File: config.mk
export PLATFORM = sky130hd
export DESIGN_NAME = serial_adder_flat
export DESIGN_NICKNAME = d
export VERILOG_FILES = /design/src/rtl/serial_adder_if.sv /design/src/rtl/serial_adder.sv /design/src/flat_wrapper.sv
export SDC_FILE = /design/constraint.sdc
export NUM_CORES = 1
export LEC_CHECK = 0
export CAP_MARGIN = 5
export CELL_PAD_IN_SITES_DETAIL_PLACEMENT = 1
export CELL_PAD_IN_SITES_GLOBAL_PLACEMENT = 1
export CORE_MARGIN = 4
export CORE_UTILIZATION = 25
export DETAILED_ROUTE_END_ITERATION = 7
export PLACE_DENSITY_LB_ADDON = 0.1
export SETUP_SLACK_MARGIN = 0.15
export SKIP_LAST_GASP = 1
export SLEW_MARGIN = 20
export SYNTH_ARGS = -nofsm -noshare
export SYNTH_HDL_FRONTEND = slang
export SYNTH_SLANG_ARGS = --single-unit
File: constraint.sdc
create_clock -name clk -period 1.4 [get_ports clk]
set_input_delay 0.28 -clock clk [delete_from_list [all_inputs] [get_ports clk]]
set_output_delay 0.28 -clock clk [all_outputs]
set_load 0.005 [all_outputs]
File: src/rtl/serial_adder_if.sv
// Request/result bundle for the bit-serial adder.
// The master drives operands and start; the slave (the adder) returns status and results.
interface serial_adder_if #(
  parameter int unsigned WIDTH = 8
);
  logic             start;
  logic [WIDTH-1:0] a;
  logic [WIDTH-1:0] b;
  logic             cin;
  logic             busy;
  logic             done;
  logic [WIDTH-1:0] sum;
  logic             cout;
  logic             ovf;

  modport master (
    output start, a, b, cin,
    input  busy, done, sum, cout, ovf
  );

  modport slave (
    input  start, a, b, cin,
    output busy, done, sum, cout, ovf
  );
endinterface

File: src/rtl/serial_adder.sv
// Bit-serial LSB-first adder: one full-adder cell and a carry flop resolve one bit per clock.
// Produces sum, unsigned carry-out and signed overflow with a one-cycle done pulse.
module serial_adder #(
  parameter int unsigned WIDTH = 8
) (
  input logic          clk,
  input logic          rst,
  serial_adder_if.slave bus
);
  localparam int unsigned CW = $clog2(WIDTH) + 1;
  localparam logic [CW-1:0] LastCnt = CW'(WIDTH - 1);

  typedef enum logic [1:0] {StIdle, StRun, StDone} state_e;

  state_e           state_q;
  logic [WIDTH-1:0] a_q, b_q, acc_q, sum_q;
  logic             c_q, cout_q, ovf_q, busy_q, done_q;
  logic [CW-1:0]    cnt_q;

  logic             s_bit, c_next;
  logic [WIDTH-1:0] acc_next;

  assign s_bit    = a_q[0] ^ b_q[0] ^ c_q;
  assign c_next   = (a_q[0] & b_q[0]) | (a_q[0] & c_q) | (b_q[0] & c_q);
  assign acc_next = {s_bit, acc_q[WIDTH-1:1]};

  always_ff @(posedge clk or posedge rst) begin
    if (rst) begin
      state_q <= StIdle;
      a_q     <= '0;
      b_q     <= '0;
      acc_q   <= '0;
      sum_q   <= '0;
      c_q     <= 1'b0;
      cout_q  <= 1'b0;
      ovf_q   <= 1'b0;
      busy_q  <= 1'b0;
      done_q  <= 1'b0;
      cnt_q   <= '0;
    end else begin
      done_q <= 1'b0;
      case (state_q)
        StIdle, StDone: begin
          if (bus.start) begin
            a_q     <= bus.a;
            b_q     <= bus.b;
            c_q     <= bus.cin;
            acc_q   <= '0;
            cnt_q   <= '0;
            busy_q  <= 1'b1;
            state_q <= StRun;
          end else begin
            state_q <= StIdle;
          end
        end
        StRun: begin
          a_q   <= a_q >> 1;
          b_q   <= b_q >> 1;
          acc_q <= acc_next;
          c_q   <= c_next;
          cnt_q <= cnt_q + CW'(1);
          if (cnt_q == LastCnt) begin
            // On the MSB step c_q is the carry into the MSB, so overflow is carry-in ^ carry-out.
            sum_q   <= acc_next;
            cout_q  <= c_next;
            ovf_q   <= c_q ^ c_next;
            busy_q  <= 1'b0;
            done_q  <= 1'b1;
            state_q <= StDone;
          end
        end
        default: state_q <= StIdle;
      endcase
    end
  end

  assign bus.busy = busy_q;
  assign bus.done = done_q;
  assign bus.sum  = sum_q;
  assign bus.cout = cout_q;
  assign bus.ovf  = ovf_q;
endmodule

File: src/flat_wrapper.sv
// flat-port wrapper written by rule: the top's interface ports become plain ports
module serial_adder_flat 
#(
  parameter int unsigned WIDTH = 8
)
  (clk, rst, bus_start, bus_a, bus_b, bus_cin, bus_busy, bus_done, bus_sum, bus_cout, bus_ovf);
  serial_adder_if #(.WIDTH(WIDTH)) bus_i ();
  input logic clk;
  input logic rst;
  input wire logic [$bits(bus_i.start)-1:0] bus_start;
  input wire logic [$bits(bus_i.a)-1:0] bus_a;
  input wire logic [$bits(bus_i.b)-1:0] bus_b;
  input wire logic [$bits(bus_i.cin)-1:0] bus_cin;
  output wire logic [$bits(bus_i.busy)-1:0] bus_busy;
  output wire logic [$bits(bus_i.done)-1:0] bus_done;
  output wire logic [$bits(bus_i.sum)-1:0] bus_sum;
  output wire logic [$bits(bus_i.cout)-1:0] bus_cout;
  output wire logic [$bits(bus_i.ovf)-1:0] bus_ovf;
  assign bus_i.start = bus_start;
  assign bus_i.a = bus_a;
  assign bus_i.b = bus_b;
  assign bus_i.cin = bus_cin;
  assign bus_busy = bus_i.busy;
  assign bus_done = bus_i.done;
  assign bus_sum = bus_i.sum;
  assign bus_cout = bus_i.cout;
  assign bus_ovf = bus_i.ovf;
  serial_adder #(.WIDTH(WIDTH)) u_core (.clk(clk), .rst(rst), .bus(bus_i));
endmodule
==> results of run 1 <==
tightest hold or removal path: stages:
cell	delay (ns)
sky130_fd_sc_hd__clkdlybuf4s50_1	0.44
sky130_fd_sc_hd__clkinvlp_4	0.10
sky130_fd_sc_hd__buf_12	0.23
layer usage:
metal,wire length (µm),up-vias,GRT usage,part of all wire
met5,0,-,0,0
met4,53,0,0.0339,0.012
met3,147,5,0.0290,0.033
met2,2220,28,0.184,0.49
met1,2100,682,0.144,0.46
li1,-,619,-,-
flip-flops by register name, summed over array words and instances, names as in the netlist:
name             flops
u_core.a_q           8
u_core.b_q           8
u_core.bus.sum       8
u_core.acc_q         7
u_core.cnt_q         4
u_core.state_q       2
u_core.bus.busy      1
u_core.bus.cout      1
u_core.bus.done      1
u_core.bus.ovf       1
u_core.c_q           1
worst min-delay path by stage:
stage | startpoint | endpoint | slack [ns] | depth (start not counted)
CTS | rst | u_core.bus.ovf | 0.39 | 3
detailed placement | u_core.cnt_q[3] | u_core.cnt_q[3] | 0.47 | 1
global route | rst | u_core.bus.busy | 0.40 | 3
global placement | u_core.cnt_q[3] | u_core.cnt_q[3] | 0.47 | 1
finish | rst | u_core.bus.ovf | 0.38 | 3
floorplan | rst | u_core.a_q[0] | 0.27 | 1
cells in the final DEF, fill, tap and decap left out, types with 4 or more instances in the layout:
cell type | netlist | routed
sky130_fd_sc_hd__nand2_1 | 17 | 17
sky130_fd_sc_hd__mux2_1 | 8 | 8
sky130_fd_sc_hd__buf_4 | 2 | 19
sky130_fd_sc_hd__clkbuf_8 | 0 | 6
sky130_fd_sc_hd__a22oi_1 | 15 | 14
sky130_fd_sc_hd__nand3_1 | 17 | 17
sky130_fd_sc_hd__buf_12 | 0 | 4
sky130_fd_sc_hd__dfrtp_1 | 42 | 42
sky130_fd_sc_hd__clkdlybuf4s15_1 | 0 | 8
sky130_fd_sc_hd__clkdlybuf4s50_1 | 0 | 19
sky130_fd_sc_hd__a22o_1 | 11 | 11
cell type report:
class | instances | area (µm²)
fill | 740 | 4220
sequential | 42 | 1050
multi-input combinational | 89 | 651
timing repair buffer | 57 | 583
tap | 80 | 100
clock buffer | 6 | 82.6
clock inverter | 2 | 60.1
inverter | 1 | 7.51
kinds of logic after synthesis:
| group | share of synthesized area |
|---|---|
| buffers and inverters | 0.0363 |
| AO/OA/AOI/OAI | 0.133 |
| XOR/XNOR | 0.00508 |
| flip-flops | 0.609 |
| AND/OR/NAND/NOR | 0.127 |
| adder cells (fa/ha/maj) | 0.0189 |
| multiplexers | 0.0711 |
repair_timing:
action / CTS / global route
hold buffers: 0 / 0
buffers inserted: 8 / 2
gates cloned: 0 / 2
resized for setup: 17 / 12
endpoints found under the setup margin: 49 / 46
pin swaps: 3 / 1
through the flow:
stage | utilization | TNS (ns) | instance area, µm² | setup WS [ns]
final | 0.375 | -0.135 | 2530 | -0.0238
after global placement | 0.331 | -1.95 | 2240 | -0.106
after CTS | 0.363 | -0.479 | 2450 | -0.0591
after floorplan | - | 0 | 1730 | 0.00888
after detailed placement | 0.331 | -2.04 | 2240 | -0.112
after global routing | 0.375 | -1.12 | 2530 | -0.131
power by group:
group / total [µW] / internal (µW) / switching [µW]
Combinational: 2410 / 1350 / 1060
Sequential: 2040 / 1720 / 317
Clock: 1190 / 761 / 431
Total: 5640 / 3830 / 1810
==> flow_results.org, run 1 <==
** Status
- The run finished, with violations left.
- Violated checks :: negative setup slack

** Logic synthesis
- In the synthesized netlist the async set-or-reset flop fraction comes to 1.00.
- Post-synth EDFFs :: 0
- Dominant register cell in the synthesized netlist :: sky130_fd_sc_hd__dfrtp_1
- Counting every net in the synthesized netlist gives 163.
- Synthesized area per cell :: 12.2 µm²
- Yosys printed 0 warnings.
- Yosys reg bits :: 42
- sky130_fd_sc_hd__dfrtp_1 takes more of the synthesized area than any other cell.
- Number of cells produced by synthesis :: 141
- The synthesized netlist occupies a cell area of 0.00173 mm².
- Of the post-synthesis cell area, the dominant cell type holds 0.609.
- For this run, the register share of the synthesized area comes to 0.609.
- Ranked by instance count, the synthesized netlist is headed by sky130_fd_sc_hd__dfrtp_1 (42), sky130_fd_sc_hd__nand2_1 (17), sky130_fd_sc_hd__nand3_1 (17), sky130_fd_sc_hd__a22oi_1 (15), sky130_fd_sc_hd__a22o_1 (11).
- The netlist uses 26 different library cells.
- In the post-synthesis netlist, the cell with the most instances is sky130_fd_sc_hd__dfrtp_1.
- Top post-synthesis cells by area :: sky130_fd_sc_hd__dfrtp_1 (61%), sky130_fd_sc_hd__a22oi_1 (6.5%), sky130_fd_sc_hd__a22o_1 (5.6%)

** Timing
- Post-layout minimum cycle time :: 1.42 ns
- Derived from the worst setup path, the maximum achievable clock frequency is 702 MHz.
- Number of setup violations in the final report :: 10
- Final hold violation count :: 0
- Dividing the final minimum period by the clock period gives 1.02.
- Hold slack :: 0.381 ns
- Across all setup checks in the final design, the least slack found is -0.0238 ns.
- In this run the tightest slew margin relative to its limit is 0.842.
- Setup repair after global routing could not meet its margin everywhere.
- Worst slew pin tran :: 0.238 ns
- Between clock sinks in the finished design, the worst skew comes to 0.00384 ns.
- Final Max Tran Viols :: 0

** Clocking
- TritonCTS built the clock tree.
- Max H-tree Level :: 2
- Worst-Skew Late Latency :: 0.29 ns
- CTS clk-pin slew, worst paths :: 0.08 ns
- Number of buffers created by CTS :: 5
- Root Buffer Master :: sky130_fd_sc_hd__clkbuf_8
- Number of buffers between clock root and the deepest sink :: 2
- Clock tree synthesis found a total of 42 sinks.

** Final layout
- In the final layout, the share of cells above drive strength 1 is 0.239.
- The finished layout holds 277 standard cells, fillers aside.
- 0 antenna diodes ended up in the layout.
- Compared with the post-synthesis result, the final layout area differs by 46.9%.
- Number of nets in the finished design :: 218

** Placement
- In this run, placement finished with an instance count of 257.
- The congestion estimate from routability-driven global placement came to 0.716.
- The wire-length estimate of the detail-placed layout is 2.82 mm.
- Port buffer count :: 31

** Route
- After the first detailed-routing iteration, the DRC count stood at 57.
- Vias/cell :: 4.82
- Sum of routed wire length over all layers :: 4.52 mm
- Detailed routing inserted a total of 1334 vias.
- After detailed routing, the number of remaining DRC violations is 0.
- Dividing the detail-routed wire length by the instance count gives 16.3 µm.
- Antenna Nets Post-Route :: 0
- Number of iterations in the first detailed-routing pass :: 4

** Worst setup path
- FF-to-FF End :: u_core.bus.cout
- Critical Path Fanout Max :: 12
- Counting buffers and inverters, the worst setup path is 5 cells deep.
- In this run the critical register-to-register path is launched from u_core.cnt_q[0].
- Critical path capture point :: u_core.bus.cout
- Broken down by cell family, the worst path's largest delay share belongs to flip-flops.
- The critical path goes through ha_2 > nand3b_1 > nor2_2 > buf_12 > mux2_1.
- The number of cells on the worst reg-to-reg path is 5.
- Worst path max stage delay :: 0.37 ns
- For this design, the slowest cell found on the critical path is sky130_fd_sc_hd__dfrtp_1.
- Critical path launch point type :: flip-flop
- Counting both buffers and inverters, the worst setup path holds a total of 1.
- Crit. End Element :: flip-flop
- For the worst setup path, the data required time is 1.58 ns.
- Setup Crit Path Kind :: reg2reg
- For flop-to-flop paths, the worst setup slack is -0.02 ns.
- CP Data Arrival Time :: 1.60 ns
- Launching element of the worst setup path :: u_core.cnt_q[0]

** Hold path
- The path class of the tightest hold or removal check is in2async.

** Floorplan
- Initial core utilization :: 0.255
- Die H :: 91.1 µm
- Ports placed on the boundary :: 32
- In this run the core area contains 30 standard-cell rows.
- The total area inside the core boundary comes to 0.00676 mm².
- Die Footprint :: 0.00829 mm²
- In this run the horizontal extent of the chip is 91.1 µm.

** Global route
- The number of global-route vias before repair is 1405.
- The initial antenna violation count was 0.
- After global routing the overflow that remains totals 0.
- Overall track demand over capacity in global routing :: 0.112
- Largest net degree at the start of global routing :: 43
- Global-route wire length before repair :: 7.29 mm

** Power and ir drop
- Max IR drop VDD :: 0.787 mV
- Cell area power density :: 2220 mW/mm²
- In this run the static leakage power is 0.00121 µW.
- Power comes to 5640 µW.

** Job
- Max-cap violations in this run came to 0.
No activity file was read; power rests on OpenSTA's default activity.
==> inputs of run 2 (changes only) <==
- HOLD_SLACK_MARGIN: default -> 0.03
- SLEW_MARGIN: 20 -> 10
==> results of run 2 <==
Final layout, timing and power as in run 1 (identical DEF).
